`config.mk`:
```
export PLATFORM = sky130hd
export DESIGN_NAME = load_balancer
export DESIGN_NICKNAME = d
export VERILOG_FILES = /design/src/rtl/load_balancer.sv
export SDC_FILE = /design/constraint.sdc
export NUM_CORES = 1
export LEC_CHECK = 0
export CAP_MARGIN = 0
export CORE_AREA = 5 5 418 420
export DETAILED_ROUTE_END_ITERATION = 16
export DIE_AREA = 0 0 423 425
export PLACE_DENSITY_LB_ADDON = 0.1
export SETUP_SLACK_MARGIN = 0.3
export SLEW_MARGIN = 20
export SYNTH_ARGS = -nofsm -noshare
export SYNTH_HDL_FRONTEND = slang
export SYNTH_SLANG_ARGS = --single-unit
```
`constraint.sdc`:
```
create_clock -name aclk -period 7.7 [get_ports aclk]
set_input_delay 1.54 -clock aclk [delete_from_list [all_inputs] [get_ports aclk]]
set_output_delay 1.54 -clock aclk [all_outputs]
set_load 0.02 [all_outputs]
```
`src/rtl/load_balancer.sv`:
```
// load_balancer
//   Buffers request metadata in a FIFO and sends each request to a
//   reconfigurable region. The choice is made from the per-region
//   (operator ID, load) statistics. The least loaded region whose operator ID
//   matches the request wins. If no region matches, the least loaded region
//   overall wins. Ties go to the lowest region index.
//
// Configuration macro:
//   LB_STATS_REG_EN  when defined, region_stats_in is registered once and the
//                    registered copy is used for selection. Otherwise the
//                    input is used directly in the pop cycle.
//
// Ports:
//   aclk                  clock, rising edge
//   aresetn               synchronous reset, active high
//   meta_in_*             AXI4S sink for request metadata
//   hdr_in_*, bdy_in_*    AXI4S sinks, always ready, data discarded
//   region_stats_in       region i at [i*SW +: SW] = {operator ID, load}
//   meta_out_*            AXI4S source for dispatched metadata
//   lb_ctrl               target region index, qualified by meta_out_tvalid
module load_balancer #(
    parameter int HTTP_META_WIDTH   = 8,
    parameter int OPERATOR_ID_WIDTH = 4,
    parameter int N_REGIONS         = 4,
    parameter int QDEPTH            = 16,
    parameter int AXIS_DATA_WIDTH   = 512,
    localparam int PNTR_BITS        = $clog2(QDEPTH),
    localparam int SW               = OPERATOR_ID_WIDTH + PNTR_BITS,
    localparam int RW               = (N_REGIONS > 1) ? $clog2(N_REGIONS) : 1
) (
    input  logic                       aclk,
    input  logic                       aresetn,
    input  logic                       meta_in_tvalid,
    output logic                       meta_in_tready,
    input  logic [HTTP_META_WIDTH-1:0] meta_in_tdata,
    input  logic                       hdr_in_tvalid,
    output logic                       hdr_in_tready,
    input  logic [AXIS_DATA_WIDTH-1:0] hdr_in_tdata,
    input  logic                       bdy_in_tvalid,
    output logic                       bdy_in_tready,
    input  logic [AXIS_DATA_WIDTH-1:0] bdy_in_tdata,
    input  logic [N_REGIONS*SW-1:0]    region_stats_in,
    output logic                       meta_out_tvalid,
    input  logic                       meta_out_tready,
    output logic [HTTP_META_WIDTH-1:0] meta_out_tdata,
    output logic [RW-1:0]              lb_ctrl
);

    localparam int CNT_W = PNTR_BITS + 1;

    logic [HTTP_META_WIDTH-1:0] mem_q [QDEPTH];
    logic [PNTR_BITS-1:0]       wr_ptr_q, wr_ptr_d;
    logic [PNTR_BITS-1:0]       rd_ptr_q, rd_ptr_d;
    logic [CNT_W-1:0]           count_q, count_d;
    logic                       in_rdy_q, in_rdy_d;
    logic                       out_valid_q, out_valid_d;
    logic [HTTP_META_WIDTH-1:0] out_data_q, out_data_d;
    logic [RW-1:0]              out_ctrl_q, out_ctrl_d;

    logic                         push, pop, empty;
    logic [HTTP_META_WIDTH-1:0]   head;
    logic [OPERATOR_ID_WIDTH-1:0] req_id;
    logic [N_REGIONS*SW-1:0]      stats_sel;
    logic [RW-1:0]                sel_idx;

    // hdr/bdy streams are accepted and dropped.
    assign hdr_in_tready = 1'b1;
    assign bdy_in_tready = 1'b1;
    logic unused_streams;
    assign unused_streams = ^{hdr_in_tvalid, hdr_in_tdata, bdy_in_tvalid, bdy_in_tdata};

    // Ready is a registered "not full" flag. It is 0 while reset is asserted
    // and 1 from the first edge after release.
    assign meta_in_tready  = in_rdy_q;
    assign meta_out_tvalid = out_valid_q;
    assign meta_out_tdata  = out_data_q;
    assign lb_ctrl         = out_ctrl_q;

    assign empty  = (count_q == '0);
    assign push   = meta_in_tvalid && in_rdy_q;
    assign pop    = !empty && (!out_valid_q || meta_out_tready);
    assign head   = mem_q[rd_ptr_q];
    assign req_id = head[OPERATOR_ID_WIDTH-1:0];

`ifdef LB_STATS_REG_EN
    logic [N_REGIONS*SW-1:0] stats_q;
    always_ff @(posedge aclk) begin
        if (aresetn) stats_q <= '0;
        else         stats_q <= region_stats_in;
    end
    assign stats_sel = stats_q;
`else
    assign stats_sel = region_stats_in;
`endif

    // Region selection. Strict less-than keeps the earliest index on ties.
    logic                         match_found;
    logic [RW-1:0]                match_idx, min_idx;
    logic [PNTR_BITS-1:0]         match_load, min_load, ld_i;
    logic [OPERATOR_ID_WIDTH-1:0] id_i;

    always_comb begin
        match_found = 1'b0;
        match_idx   = '0;
        match_load  = '0;
        min_idx     = '0;
        min_load    = stats_sel[PNTR_BITS-1:0];
        ld_i        = '0;
        id_i        = '0;
        for (int i = 0; i < N_REGIONS; i++) begin
            ld_i = stats_sel[i*SW +: PNTR_BITS];
            id_i = stats_sel[i*SW+PNTR_BITS +: OPERATOR_ID_WIDTH];
            if (ld_i < min_load) begin
                min_load = ld_i;
                min_idx  = RW'(i);
            end
            if (id_i == req_id && (!match_found || ld_i < match_load)) begin
                match_found = 1'b1;
                match_load  = ld_i;
                match_idx   = RW'(i);
            end
        end
        sel_idx = match_found ? match_idx : min_idx;
    end

    function automatic logic [PNTR_BITS-1:0] ptr_inc(input logic [PNTR_BITS-1:0] p);
        return (p == PNTR_BITS'(QDEPTH - 1)) ? '0 : p + 1'b1;
    endfunction

    always_comb begin
        wr_ptr_d = push ? ptr_inc(wr_ptr_q) : wr_ptr_q;
        rd_ptr_d = pop  ? ptr_inc(rd_ptr_q) : rd_ptr_q;
        unique case ({push, pop})
            2'b10:   count_d = count_q + 1'b1;
            2'b01:   count_d = count_q - 1'b1;
            default: count_d = count_q;
        endcase
        in_rdy_d = (count_d != CNT_W'(QDEPTH));

        out_valid_d = out_valid_q;
        out_data_d  = out_data_q;
        out_ctrl_d  = out_ctrl_q;
        if (pop) begin
            out_valid_d = 1'b1;
            out_data_d  = head;
            out_ctrl_d  = sel_idx;
        end else if (meta_out_tready) begin
            out_valid_d = 1'b0;
        end
    end

    always_ff @(posedge aclk) begin
        if (aresetn) begin
            wr_ptr_q    <= '0;
            rd_ptr_q    <= '0;
            count_q     <= '0;
            in_rdy_q    <= 1'b0;
            out_valid_q <= 1'b0;
            out_data_q  <= '0;
            out_ctrl_q  <= '0;
        end else begin
            wr_ptr_q    <= wr_ptr_d;
            rd_ptr_q    <= rd_ptr_d;
            count_q     <= count_d;
            in_rdy_q    <= in_rdy_d;
            out_valid_q <= out_valid_d;
            out_data_q  <= out_data_d;
            out_ctrl_q  <= out_ctrl_d;
        end
    end

    // Storage needs no reset: entries are only read when count_q says so.
    always_ff @(posedge aclk) begin
        if (push) mem_q[wr_ptr_q] <= meta_in_tdata;
    end

endmodule

```
-- Word level (Yosys, flattened, before mapping)
Memories as Yosys holds them, arrays and structs flattened. A register that Yosys moved wholly into a read port is not among the register bits.
Cells that the tools add are included.
- add/sub/neg operators: 4
- $lt $le $gt $ge: 6
- eq/ne operators: 9
- multiplexer cells: 25
- reductions and logical operators: 16
- operators by type and width (kind ; number):
    $mux 4 ; 9
    $lt 4x4->1 ; 6
    $eq 4x4->1 ; 4
    $mux 1 ; 10
    $mux 2 ; 5
    $pmux 5 s2 ; 1
    $add 4x1->4 const B ; 2
    $eq 4x4->1 const B ; 2
    $add 5x1->5 const B ; 1
    $logic_and 1x1->1 ; 5
    $logic_not 1->1 ; 5
    $logic_not 5->1 ; 1
    $ne 5x5->1 const B ; 1
    $sub 5x1->5 const B ; 1
    $logic_or 1x1->1 ; 4
    $eq 2x1->1 const B ; 1
    $eq 2x2->1 const B ; 1
    $reduce_bool 2->1 ; 1
- register bits after elaboration: 25
- RAM bits: 128
- bits of input ports: 1070
- output and inout bits: 14
- memories: 1
- memory list (name ; words ; bits a word ; read ports ; clocked after memory_dff ; wr ports ; RTL line ; RTL):
    mem_q ; 16 ; 8 ; 1 ; 1 ; 1 ; 51 ; logic [HTTP_META_WIDTH-1:0] mem_q [QDEPTH];

-- Logic depth before layout (Yosys ltp)
- depth after elaboration: 15
- gate-level depth with buffers: 29
- mapped depth without buffers: 27

-- Worst setup path before layout
No wires, ideal clock.
- kind: input to register
- start point: input port region_stats_in[1]
- end point: register out_ctrl_q[1] (netlist: lb_ctrl[1])
- arrival time: 5.235 ns
- required time: 7.608 ns
- path slack: 2.373 ns
- stages on the path: 20
- buffers on the path: 0
- path through: inv_1 > ha_1 > a21o_1 > a21o_1 > a21oi_1 > nor2_1 > a21oi_1 > ha_1 > inv_1 > a211oi_1 > o41ai_1 > mux2_2 > ha_1 > o21a_1 > o21a_1 > o21ai_0 > a211oi_1 > o2bb2ai_2 > a211oi_1 > nor4_1
- longest elaborated chain between the ends: 14
- elaborated cells between the ends (all ways): 27
- classes of those cells: order compare (6); mux (13); reduce/logical (8)
- ends and longest elaborated chain (item ; RTL line ; RTL):
    start: declaration ; 42 ; input logic [N_REGIONS*SW-1:0] region_stats_in,
    $mux 4 ; 117 ; if (id_i == req_id && (!match_found || ld_i < match_load)) begin
    $lt 4x4->1 ; 117 ;
    $logic_or 1x1->1 ; 117 ;
    $logic_and 1x1->1 ; 117 ;
    $mux 4 / $mux 1 (equally long branches) ; 117 ;
    $lt 4x4->1 / $logic_not 1->1 (equally long branches) ; 117 ;
    $logic_or 1x1->1 ; 117 ;
    $logic_and 1x1->1 ; 117 ;
    $mux 4 / $mux 1 (equally long branches) ; 117 ;
    $lt 4x4->1 / $logic_not 1->1 (equally long branches) ; 117 ;
    $logic_or 1x1->1 ; 117 ;
    $logic_and 1x1->1 ; 117 ;
    $mux 2 / $mux 1 (equally long branches) ; 117 ;
    $mux 2 (*) ; 123 ; sel_idx = match_found ? match_idx : min_idx;
    end signal: assignment ; 168 ; out_ctrl_q <= out_ctrl_d;
    end: declaration ; 58 ; logic [RW-1:0] out_ctrl_q, out_ctrl_d;
Mark *: on every way between the ends. The rest lies on a longest branch, timed or not.
A chain may end at the register's enable or synchronous reset.

==> results.py <==
metrics = {
    "cells_and_area": {
        "area_growth_pct": 56.4,
        "final_util_pct": 6.60,
        "diodes": 0,
        "layout.nets": 1658,
        "drive_above_1_share_pct": 17.7,
    },
    "logic_synthesis": {
        "synth_area_leaders": "edfxtp_1, mux4_2, dfxtp_1",
        "synth_edf_count": 128,
        "yosys.cell_types.count": 47,
        "synth.top_cell.area_share_pct": 53.4,
        "synth_top_family_by_area": "multiplexers",
        "synthFlopType": "edfxtp_1",
        "synth-seq-cells": 157,
        "synth_mux_area_share_pct": 14.3,
        "synth-simple-area-share_pct": 7.12,
        "synthArstFlopShare_pct": 0,
        "synth-warning-count": 0,
        "syn_area_per_cell_sq_um": 14.8,
        "synth_compound_area_share_pct": 5.82,
        "synthXorXnorAreaFrac_pct": 3.28,
        "synth_top_area_cell": "edfxtp_1",
        "synth_commonest_cells": "edfxtp_1, nand2_1, nor2_1",
        "ys_seq_area_share_pct": 61.4,
        "syn_area_sq_mm": 0.00720,
        "netlist_instances": 485,
        "synthAdderAreaFrac_pct": 5.32,
        "yosys.cell_count.top_type": "edfxtp_1",
    },
    "clock_tree": {
        "worstSkewPairLatency_ps": 480,
        "clock-sinks": 157,
        "cts_tree": "done",
        "ctsResizeCount": 0,
        "clockRootBuffer": "clkbuf_16",
        "hold_buffers": 0,
        "cts_setup_buffers": 0,
        "clock_path_buffers": 2,
        "h-tree-depth": 4,
        "path_clk_slew_ps": 70,
        "numCtsBuffers": 17,
    },
    "run": {
        "cap_violations": 0,
    },
    "place": {
        "port_buffers": 55,
        "hpwl_microns": 19900,
        "gp_congestion": 0.608,
        "dpl_worst_slack_ps": 1150,
    },
    "detailed_routing": {
        "drt-initial-drc-count": 198,
        "vias_per_cell": 1.51,
        "wl_per_cell_microns": 10.2,
        "ant_nets": 0,
        "dr_total_vias": 4244,
        "dr.pass1.iters": 4,
        "drc": 0,
        "routed_wl_microns": 28600,
    },
    "power": {
        "pwr-share-comb_pct": 32.6,
        "pwr-share-seq_pct": 35.9,
        "swShare_pct": 34.3,
        "p_leak_nw": 3.01,
        "switchingPower_mw": 1.01,
        "intPower_mw": 1.93,
        "powerDensity_mw_per_mm2": 262,
        "clockPowerShare_pct": 31.5,
        "peakVddDrop_v": 0.000118,
    },
    "hold_path": {
        "worstHoldPathCells": 2,
        "hold_start": "meta_out_tdata[2]$_SDFFE_PP0P_",
        "hp-class": "reg -> reg",
        "worstHoldEndpoint": "meta_out_tdata[2]$_SDFFE_PP0P_",
    },
    "critical_path": {
        "critical_path_arrival_ps": 6760,
        "slowest_delay_ps": 670,
        "worst_path_max_delay_cell": "mux4_1",
        "r2r_cells": 27,
        "cp-end-kind": "flip-flop",
        "reg2reg_setup_slack_ps": 1320,
        "critPathKind": "reg -> reg",
        "worstReg2RegEnd": "lb_ctrl[1]$_SDFFE_PP0P_",
        "crit_required_ps": 8080,
        "startpoint_type": "flip-flop",
        "critical_path.max_fanout": 12,
    },
    "floorplanning": {
        "core_area_sq_mm": 0.171,
        "ios": 1084,
        "die_x_microns": 423,
        "start_util_pct": 4.22,
        "rows": 152,
        "dieArea_sq_mm": 0.180,
        "die_h_microns": 425,
    },
    "timing": {
        "fin_crit_ps": 6380,
        "final.setup.worst_slack_ps": 1320,
        "fin_tns_setup_ps": 0,
        "finalCritPeriodShare_pct": 82.9,
        "setup_viol": 0,
        "fin_skew_ps": 11.7,
        "max_freq_mhz": 157,
        "grt_setup_unrepaired": "false",
        "slew_headroom_pct": 33.3,
        "maxSlewViolCount": 0,
        "tightest_slew_ps": 999,
        "hold_viol": 0,
    },
    "global_routing": {
        "antenna_found_initial": 0,
        "grt_pass1_wl_microns": 39300,
        "grt_usage_pct": 3.22,
        "grt_max_degree": 26,
        "grt_overflow": 0,
        "grt_pass1_vias": 4524,
    },
    "status": {
        "outcome": "finished clean",
    },
}
## power by group through the flow
| stage | Combinational, mW | Clock, mW | Sequential (mW) |
|---|---|---|---|
| after floorplan | 0.603 | 0 | 1.05 |
| after global placement | 1.02 | 0 | 1.08 |
| after detailed placement | 1.01 | 0 | 1.08 |
| after CTS | 1.01 | 0.978 | 1.07 |
| after global routing | 1.08 | 1.00 | 1.07 |
| final | 0.961 | 0.927 | 1.06 |
## worst max-delay path, delay by kind of cell (launching register included)
kind	cells	cell delay (ps)
DFF	1	650
xor gates and xnor gates	1	240
muxes	4	1430
AOI/OAI and AO/OA	9	1570
buffers and inverters	2	250
and+or+nand+nor	8	1310
adders and majority gates	3	850
## layer usage
metal | up-vias | global-route usage (%) | part of all wire [%]
li1 | 1996 | - | -
met1 | 2185 | 4.01 | 46
met2 | 43 | 5.54 | 51
met3 | 20 | 0.775 | 2.3
met4 | 0 | 0.852 | 1.1
met5 | - | 0 | 0
## final cells by class
cell class,instances,area (sq um)
Tap cell,2233,2790
Clock inverter,13,188
Clock buffer,18,429
Inverter,20,75.1
Fill cell,19700,159000
Sequential cell,157,4430
Multi-Input combinational cell,288,2650
Timing Repair Buffer,74,696
## stage by stage
| step | hold slack, ps | cell area, sq um | instances | total power [mW] |
|---|---|---|---|---|
| after floorplan | 473 | 7200 | 486 | 1.66 |
| after global placement | 464 | 10600 | 2771 | 2.11 |
| after detailed placement | 450 | 10600 | 2772 | 2.09 |
| after CTS | 459 | 11300 | 2803 | 3.05 |
| after global routing | 479 | 11300 | 2803 | 3.15 |
| final | 455 | 11300 | 2803 | 2.95 |
## worst max path at each step
stage                               to  slack [ps]  cells past startpoint
2_1_floorplan  lb_ctrl[1]$_SDFFE_PP0P_        2370                     20
3_3_place_gp   lb_ctrl[1]$_SDFFE_PP0P_         550                     26
3_5_place_dp   lb_ctrl[1]$_SDFFE_PP0P_        1150                     27
4_1_cts        lb_ctrl[1]$_SDFFE_PP0P_        1120                     27
5_1_grt        lb_ctrl[1]$_SDFFE_PP0P_         490                     27
6_report       lb_ctrl[1]$_SDFFE_PP0P_        1320                     27
## sequential cells by signal, summed over array words and instances, names as in the netlist, named ones only
signal and cells:
count_q 5, lb_ctrl 2, mem_q 128, meta_in_tready 1
meta_out_tdata 8, meta_out_tvalid 1, rd_ptr_q 4, wr_ptr_q 4
## placed cells by master, fill, tap and decap left out, types with 3 or more instances in the layout
| cell type | instances |
|---|---|
| xnor2_1 | 16 |
| inv_6 | 4 |
| o21ai_0 | 7 |
| nor3_1 | 4 |
| nor2_2 | 9 |
| nand2b_1 | 8 |
| a31oi_1 | 4 |
| buf_4 | 18 |
| clkdlybuf4s50_1 | 54 |
| o21bai_1 | 3 |
| dfxtp_1 | 26 |
| a211oi_1 | 6 |
| o21a_1 | 3 |
| ha_1 | 29 |
| nor3_4 | 3 |
| xor2_1 | 11 |
| mux2i_1 | 14 |
| nor2_1 | 23 |
| mux4_1 | 8 |
| clkbuf_16 | 17 |
| or3_1 | 4 |
| a21oi_1 | 27 |
| mux4_2 | 28 |
| inv_1 | 20 |
| nor2b_1 | 4 |
| a21o_1 | 8 |
| edfxtp_1 | 128 |
| nand2_1 | 37 |
| nand4_1 | 3 |
| dfxtp_2 | 3 |
| bufinv_16 | 4 |
## logic make-up (layout without fill, tap and decap cells)
group,Yosys count,after routing
DFF,157,157
and+or+nand+nor,109,109
AOI/OAI and AO/OA,66,66
muxes,54,54
buffers and inverters,41,125
adders and majority gates,30,30
xor gates and xnor gates,27,27
other,1,2
Note: power is estimated with default switching activity, not from simulation.
